===== src/rtl/spi_mem_arbiter_if.sv =====
// Shared memory-request type and the CPU/controller-facing bus of spi_mem_arbiter.
// The arbiter uses the slave view; the CPU core and controller side uses master.
package spi_mem_arbiter_pkg;
   typedef enum logic [1:0] {
      TYPE_IMEM_READ  = 2'd0,
      TYPE_DMEM_READ  = 2'd1,
      TYPE_DMEM_WRITE = 2'd2
   } mem_type_t;
endpackage

interface spi_mem_arbiter_if;
   logic                           if_req_in;
   logic [15:0]                    if_addr_in;
   logic                           if_ack_out;
   logic [15:0]                    if_data_out;
   logic                           dm_req_in;
   logic                           dm_we_in;
   logic [15:0]                    dm_addr_in;
   logic [7:0]                     dm_wdata_in;
   logic                           dm_ack_out;
   logic [7:0]                     dm_rdata_out;
   logic [15:0]                    mem_addr_out;
   logic                           mem_addr_valid_out;
   spi_mem_arbiter_pkg::mem_type_t mem_type_out;
   logic [7:0]                     mem_wdata_out;
   logic [15:0]                    mem_flash_data_in;
   logic                           mem_flash_valid_in;
   logic [7:0]                     mem_psram_data_in;
   logic                           mem_psram_valid_in;
   logic                           mem_busy_in;

   modport slave (
      input  if_req_in, if_addr_in, dm_req_in, dm_we_in, dm_addr_in, dm_wdata_in,
             mem_flash_data_in, mem_flash_valid_in, mem_psram_data_in, mem_psram_valid_in,
             mem_busy_in,
      output if_ack_out, if_data_out, dm_ack_out, dm_rdata_out,
             mem_addr_out, mem_addr_valid_out, mem_type_out, mem_wdata_out
   );

   modport master (
      output if_req_in, if_addr_in, dm_req_in, dm_we_in, dm_addr_in, dm_wdata_in,
             mem_flash_data_in, mem_flash_valid_in, mem_psram_data_in, mem_psram_valid_in,
             mem_busy_in,
      input  if_ack_out, if_data_out, dm_ack_out, dm_rdata_out,
             mem_addr_out, mem_addr_valid_out, mem_type_out, mem_wdata_out
   );
endinterface


===== src/rtl/spi_mem_arbiter.sv =====
// Arbitrates instruction-fetch and data requests onto one spi_flash_controller,
// favouring data but forcing a pending fetch after MAX_DATA_STREAK data grants.
module spi_mem_arbiter
   import spi_mem_arbiter_pkg::*;
#(
   parameter int unsigned MAX_DATA_STREAK = 3
) (
   input logic              clk_in,
   input logic              reset_n_in,
   spi_mem_arbiter_if.slave bus
);

   localparam logic [3:0] STREAK_LIMIT = 4'(MAX_DATA_STREAK);

   typedef enum logic [2:0] {IDLE, ISSUE, WAIT_BUSY, WAIT_DONE, RESP} state_t;
   typedef enum logic {OWNER_IF, OWNER_DM} owner_t;

   state_t      state, state_nxt;
   owner_t      owner;
   logic [3:0]  streak;
   logic        grant_if, grant_dm;
   logic        capture_if, capture_dm;
   logic [15:0] mem_addr;
   mem_type_t   mem_type;
   logic [7:0]  mem_wdata;
   logic [15:0] if_data;
   logic [7:0]  dm_rdata;

   // NOTE: every signal driven from always_comb gets a default first, so no path can infer a latch.
   always_comb begin
      grant_if = 1'b0;
      grant_dm = 1'b0;
      if (state == IDLE) begin
         if (bus.dm_req_in && (!bus.if_req_in || streak < STREAK_LIMIT))
            grant_dm = 1'b1;
         else if (bus.if_req_in)
            grant_if = 1'b1;
      end
   end

   always_comb begin
      state_nxt = state;
      unique case (state)
         IDLE:      if (grant_if || grant_dm) state_nxt = ISSUE;
         ISSUE:     state_nxt = WAIT_BUSY;
         WAIT_BUSY: if (bus.mem_busy_in) state_nxt = WAIT_DONE;
         WAIT_DONE: if (!bus.mem_busy_in) state_nxt = RESP;
         RESP:      state_nxt = IDLE;
         default:   state_nxt = IDLE;
      endcase
   end

   // RESP reloads read data so the result is right even if no valid pulse arrived.
   always_comb begin
      capture_if = (owner == OWNER_IF) &&
                   ((state == WAIT_DONE && bus.mem_flash_valid_in) || state == RESP);
      capture_dm = (owner == OWNER_DM) && (mem_type == TYPE_DMEM_READ) &&
                   ((state == WAIT_DONE && bus.mem_psram_valid_in) || state == RESP);
   end

   // NOTE: sequential state uses non-blocking assignments so every register updates from pre-edge values.
   always_ff @(posedge clk_in or negedge reset_n_in) begin
      if (!reset_n_in) state <= IDLE;
      else             state <= state_nxt;
   end

   always_ff @(posedge clk_in or negedge reset_n_in) begin
      if (!reset_n_in) begin
         owner     <= OWNER_IF;
         streak    <= '0;
         mem_addr  <= '0;
         mem_type  <= TYPE_IMEM_READ;
         mem_wdata <= '0;
         if_data   <= '0;
         dm_rdata  <= '0;
      end else begin
         if (grant_dm) begin
            owner     <= OWNER_DM;
            mem_addr  <= bus.dm_addr_in;
            mem_type  <= bus.dm_we_in ? TYPE_DMEM_WRITE : TYPE_DMEM_READ;
            mem_wdata <= bus.dm_wdata_in;
            // The streak only grows while a fetch is actually being held off.
            if (!bus.if_req_in)
               streak <= '0;
            else if (streak != 4'hF)
               streak <= streak + 4'd1;
         end else if (grant_if) begin
            owner     <= OWNER_IF;
            mem_addr  <= bus.if_addr_in;
            mem_type  <= TYPE_IMEM_READ;
            mem_wdata <= '0;
            streak    <= '0;
         end
         if (capture_if) if_data  <= bus.mem_flash_data_in;
         if (capture_dm) dm_rdata <= bus.mem_psram_data_in;
      end
   end

   assign bus.mem_addr_valid_out = (state == ISSUE);
   assign bus.if_ack_out         = (state == RESP) && (owner == OWNER_IF);
   assign bus.dm_ack_out         = (state == RESP) && (owner == OWNER_DM);
   assign bus.mem_addr_out       = mem_addr;
   assign bus.mem_type_out       = mem_type;
   assign bus.mem_wdata_out      = mem_wdata;
   assign bus.if_data_out        = if_data;
   assign bus.dm_rdata_out       = dm_rdata;

endmodule


===== src/flat_wrapper.sv =====
// flat-port wrapper written by rule: the top's interface ports become plain ports
module spi_mem_arbiter_flat import spi_mem_arbiter_pkg::*;
#(
   parameter int unsigned MAX_DATA_STREAK = 3
)
  (clk_in, reset_n_in, bus_if_req_in, bus_if_addr_in, bus_dm_req_in, bus_dm_we_in, bus_dm_addr_in, bus_dm_wdata_in, bus_mem_flash_data_in, bus_mem_flash_valid_in, bus_mem_psram_data_in, bus_mem_psram_valid_in, bus_mem_busy_in, bus_if_ack_out, bus_if_data_out, bus_dm_ack_out, bus_dm_rdata_out, bus_mem_addr_out, bus_mem_addr_valid_out, bus_mem_type_out, bus_mem_wdata_out);
  spi_mem_arbiter_if bus_i ();
  input logic clk_in;
  input logic reset_n_in;
  input wire logic [$bits(bus_i.if_req_in)-1:0] bus_if_req_in;
  input wire logic [$bits(bus_i.if_addr_in)-1:0] bus_if_addr_in;
  input wire logic [$bits(bus_i.dm_req_in)-1:0] bus_dm_req_in;
  input wire logic [$bits(bus_i.dm_we_in)-1:0] bus_dm_we_in;
  input wire logic [$bits(bus_i.dm_addr_in)-1:0] bus_dm_addr_in;
  input wire logic [$bits(bus_i.dm_wdata_in)-1:0] bus_dm_wdata_in;
  input wire logic [$bits(bus_i.mem_flash_data_in)-1:0] bus_mem_flash_data_in;
  input wire logic [$bits(bus_i.mem_flash_valid_in)-1:0] bus_mem_flash_valid_in;
  input wire logic [$bits(bus_i.mem_psram_data_in)-1:0] bus_mem_psram_data_in;
  input wire logic [$bits(bus_i.mem_psram_valid_in)-1:0] bus_mem_psram_valid_in;
  input wire logic [$bits(bus_i.mem_busy_in)-1:0] bus_mem_busy_in;
  output wire logic [$bits(bus_i.if_ack_out)-1:0] bus_if_ack_out;
  output wire logic [$bits(bus_i.if_data_out)-1:0] bus_if_data_out;
  output wire logic [$bits(bus_i.dm_ack_out)-1:0] bus_dm_ack_out;
  output wire logic [$bits(bus_i.dm_rdata_out)-1:0] bus_dm_rdata_out;
  output wire logic [$bits(bus_i.mem_addr_out)-1:0] bus_mem_addr_out;
  output wire logic [$bits(bus_i.mem_addr_valid_out)-1:0] bus_mem_addr_valid_out;
  output wire logic [$bits(bus_i.mem_type_out)-1:0] bus_mem_type_out;
  output wire logic [$bits(bus_i.mem_wdata_out)-1:0] bus_mem_wdata_out;
  assign bus_i.if_req_in = bus_if_req_in;
  assign bus_i.if_addr_in = bus_if_addr_in;
  assign bus_i.dm_req_in = bus_dm_req_in;
  assign bus_i.dm_we_in = bus_dm_we_in;
  assign bus_i.dm_addr_in = bus_dm_addr_in;
  assign bus_i.dm_wdata_in = bus_dm_wdata_in;
  assign bus_i.mem_flash_data_in = bus_mem_flash_data_in;
  assign bus_i.mem_flash_valid_in = bus_mem_flash_valid_in;
  assign bus_i.mem_psram_data_in = bus_mem_psram_data_in;
  assign bus_i.mem_psram_valid_in = bus_mem_psram_valid_in;
  assign bus_i.mem_busy_in = bus_mem_busy_in;
  assign bus_if_ack_out = bus_i.if_ack_out;
  assign bus_if_data_out = bus_i.if_data_out;
  assign bus_dm_ack_out = bus_i.dm_ack_out;
  assign bus_dm_rdata_out = bus_i.dm_rdata_out;
  assign bus_mem_addr_out = bus_i.mem_addr_out;
  assign bus_mem_addr_valid_out = bus_i.mem_addr_valid_out;
  assign bus_mem_type_out = bus_i.mem_type_out;
  assign bus_mem_wdata_out = bus_i.mem_wdata_out;
  spi_mem_arbiter #(.MAX_DATA_STREAK(MAX_DATA_STREAK)) u_core (.clk_in(clk_in), .reset_n_in(reset_n_in), .bus(bus_i));
endmodule

===== config.mk =====
export PLATFORM = sky130hd
export DESIGN_NAME = spi_mem_arbiter_flat
export DESIGN_NICKNAME = d
export VERILOG_FILES = /design/src/rtl/spi_mem_arbiter_if.sv /design/src/rtl/spi_mem_arbiter.sv /design/src/flat_wrapper.sv
export SDC_FILE = /design/constraint.sdc
export NUM_CORES = 1
export LEC_CHECK = 0
export CAP_MARGIN = 20
export CORE_ASPECT_RATIO = 0.5
export CORE_UTILIZATION = 30
export DETAILED_ROUTE_END_ITERATION = 8
export PLACE_DENSITY = 0.59
export SLEW_MARGIN = 20
export SYNTH_ARGS = -nofsm -noshare
export SYNTH_HDL_FRONTEND = slang
export SYNTH_SLANG_ARGS = --single-unit

===== constraint.sdc =====
create_clock -name clk_in -period 2.8 [get_ports clk_in]
set_clock_uncertainty 0.15 [all_clocks]
set_input_delay 0.56 -clock clk_in [delete_from_list [all_inputs] [get_ports clk_in]]
set_output_delay 0.56 -clock clk_in [all_outputs]
set_load 0.01 [all_outputs]

==> reports/metrics.yaml <==
clock_tree:
  h-tree-depth: 3
  cts.repair.resized: 0
  cts_setup_buffers: 0
  hold_buffers: 0
  cts.sinks: 58
  clockBufferDepth: 2
  cts-buffers-inserted: 9
  tritoncts: "done"
  clkSlewWorstSetupHoldPaths_ns: 0.05
  clock_latency_ns: 0.32
  root_buffer: "clkbuf_16"
power_and_ir_drop:
  peakVddDrop_mv: 0.4315
  leakage_nw: 1.761
  powerDensity_nw_per_um2: 1053
critical_path:
  critical_path_arrival_ns: 1.96
  path_class: "register to output port"
  cpPeakStageDelay_ns: 0.56
  path_max_fanout: 10
  worst-endpoint-required_ns: 2.09
  cp-end-kind: "output port"
  path_cells: "or3b_4 > nor2_1 > clkdlybuf4s50_1"
  start_kind: "register"
  cp.depth: 3
  r2r_cells: 3
  r2r_slack_ns: 0.70
  critPathTopFamily: "simple AND/OR/NAND/NOR gates"
  worst_path_max_delay_cell: "clkdlybuf4s50_1"
  cp_num_buf_inv: 1
synthesis:
  synth_ff_type: "dfrtp_1"
  synth_area_um2: 2525
  synth_cell_types: 29
  synth_largest_area_cell: "dfrtp_1"
  synth_area_per_cell_um2: 12.32
  synth_top_cell_area_share: 0.5748
  ys_top_cells_by_count: "dfrtp_1 (58), mux2_2 (24), nor2_1 (19), inv_1 (17)"
  yosys_warnings: 0
  synth_nets: 278
  synth_seq_cells: 58
  synth_most_common_cell: "dfrtp_1"
  seq_area_frac_synth: 0.5748
  synth_cells: 205
  synth_edf_count: 0
  synthArstFlopShare: 1.000
  synth_area_leaders: "dfrtp_1 (57%), mux2_2 (11%), a221oi_1 (5.6%)"
timing:
  hold_viol: 0
  setup_tns_ns: 0
  finalCritPeriodShare: 0.9523
  max_freq_ghz: 0.3750
  tightest_slew_ns: 0.8940
  rsz0062_at_grt: "no"
  slew_headroom: 0.4040
  setup_viol: 0
  finalCriticalPeriod_ns: 2.666
  maxSlewViolCount: 0
floorplanning:
  die_h_um: 66.87
  core_region_area_um2: 8087
  die_area_um2: 8809
  start_util: 0.3122
  ios: 125
  die_x_um: 131.7
  rows: 23
placement:
  gp_congestion: 0.7300
  placed_cells: 432
  place.detailed.hpwl_mm: 4.998
  io_buffers: 124
detailed_routing:
  avgRoutedWirePerCell_um: 15.23
  postRouteAntennaNets: 0
  viasPerCell: 4.699
  vias: 2105
  dr.pass1.iters: 4
  drc: 0
  routed_wl_mm: 6.823
  drt_iter0_markers: 73
finish:
  fin_cells: 448
  syn_to_final_growth_pct: 66.40
  antenna_cells: 0
  multi_input_area_um2: 942.2
  fillers: 735
  nets: 404
  regArea_um2: 1451
  drive_above_1_share: 0.1577
global_route:
  grt_pass1_vias: 2139
  grt_max_degree: 42
  grtUsageTotal: 0.1615
  globalRoute.totalOverflow: 0
  antenna_found_initial: 0
  grt_pass1_wl_mm: 10.74
hold_path:
  hold_class: "input pin to asynchronous set/reset pin"
flow_run:
  cap_violations: 0
outcome:
  status: "finished clean"
-- state kept, by name, indices dropped and copies added, names as in the netlist --
signal                    cells
u_core.bus.mem_type_out       2
u_core.owner                  1
u_core.bus.mem_wdata_out      8
u_core.streak                 4
u_core.bus.mem_addr_out      16
u_core.bus.if_data_out       16
u_core.bus.dm_rdata_out       8
u_core.state                  3
-- stage by stage --
stage	utilization	power [mW]	cell area [um2]	hold WS (ns)	worst slack, ns
4_1_cts	0.5186	4.473	4194	0.2513	0.1197
6_report	0.5196	4.423	4202	0.2144	0.1335
3_3_place_gp	0.4797	3.276	3879	0.3304	0.2410
3_5_place_dp	0.4797	3.328	3879	0.3367	0.1084
5_1_grt	0.5196	4.687	4202	0.2916	0.06006
2_1_floorplan	-	2.341	2525	0.1144	0.8734
-- path summary, 6_finish.rpt --
check	from	end
setup / recovery	u_core.state[2]	bus_if_ack_out
hold / removal	reset_n_in	u_core.bus.mem_addr_out[4]
setup reg to reg	u_core.state[2]	u_core.bus.if_data_out[3]
hold reg to reg	u_core.bus.mem_wdata_out[6]	u_core.bus.mem_wdata_out[6]
max in group asynchronous	reset_n_in	u_core.bus.if_data_out[13]
min in group clk_in	u_core.bus.mem_wdata_out[6]	u_core.bus.mem_wdata_out[6]
-- power by group --
part	leakage [nW]	internal, mW	switching (mW)
logic	0.917	1.09	0.733
clock network	0.159	0.758	0.361
registers	0.685	1.23	0.254
-- layer usage --
metal	global-route usage	up-vias	wire length, um
li1	-	995	-
met1	0.1922	1028	2962
met2	0.2758	72	3365
met3	0.04947	10	394
met4	0.06831	0	99
met5	0	-	0
-- cell usage in the layout (no fill, tap or decap) --
cell | netlist | layout
a32o_1 | 1 | 1
a221oi_1 | 16 | 16
a21boi_1 | 1 | 1
nor3_1 | 4 | 4
clkinv_4 | 0 | 1
buf_4 | 3 | 7
clkdlybuf4s50_1 | 0 | 123
nor2_1 | 19 | 19
or3b_4 | 1 | 1
a211oi_4 | 1 | 1
or3_1 | 1 | 1
o21ai_0 | 2 | 1
dfrtp_1 | 58 | 58
o21ai_4 | 0 | 1
o31a_1 | 1 | 1
nor4b_1 | 16 | 16
a21oi_1 | 1 | 1
a21o_1 | 1 | 1
nand4b_1 | 2 | 2
a22o_1 | 11 | 11
clkbuf_8 | 0 | 3
a21oi_4 | 1 | 1
nand2_1 | 4 | 4
buf_2 | 0 | 1
inv_1 | 17 | 17
clkbuf_16 | 0 | 9
nor3b_1 | 1 | 1
mux2_2 | 24 | 24
clkinv_2 | 0 | 2
nor2b_1 | 1 | 1
and2_1 | 2 | 2
and3_1 | 1 | 1
nor3b_2 | 1 | 1
bufinv_16 | 0 | 1
ha_1 | 1 | 1
-- logic make-up (layout without fill, tap and decap cells) --
family	after synthesis	count (layout)	share of synthesized area
flip-flops	58	58	0.5748
AO/OA/AOI/OAI	36	36	0.1274
buffers and inverters	33	164	0.05649
adder cells (fa/ha/maj)	1	1	0.004955
multiplexers	24	24	0.1070
AND/OR/NAND/NOR	53	53	0.1293
-- final cells by class --
cell class | instances | share of cell area
inverters | 17 | 0.01519
repair buffers | 131 | 0.3067
multi-input cells | 114 | 0.2242
clock buffers | 12 | 0.06343
flip-flops and latches | 58 | 0.3454
well taps | 112 | 0.03335
clock inverters | 4 | 0.01161
(Power assumes the default switching activity.)
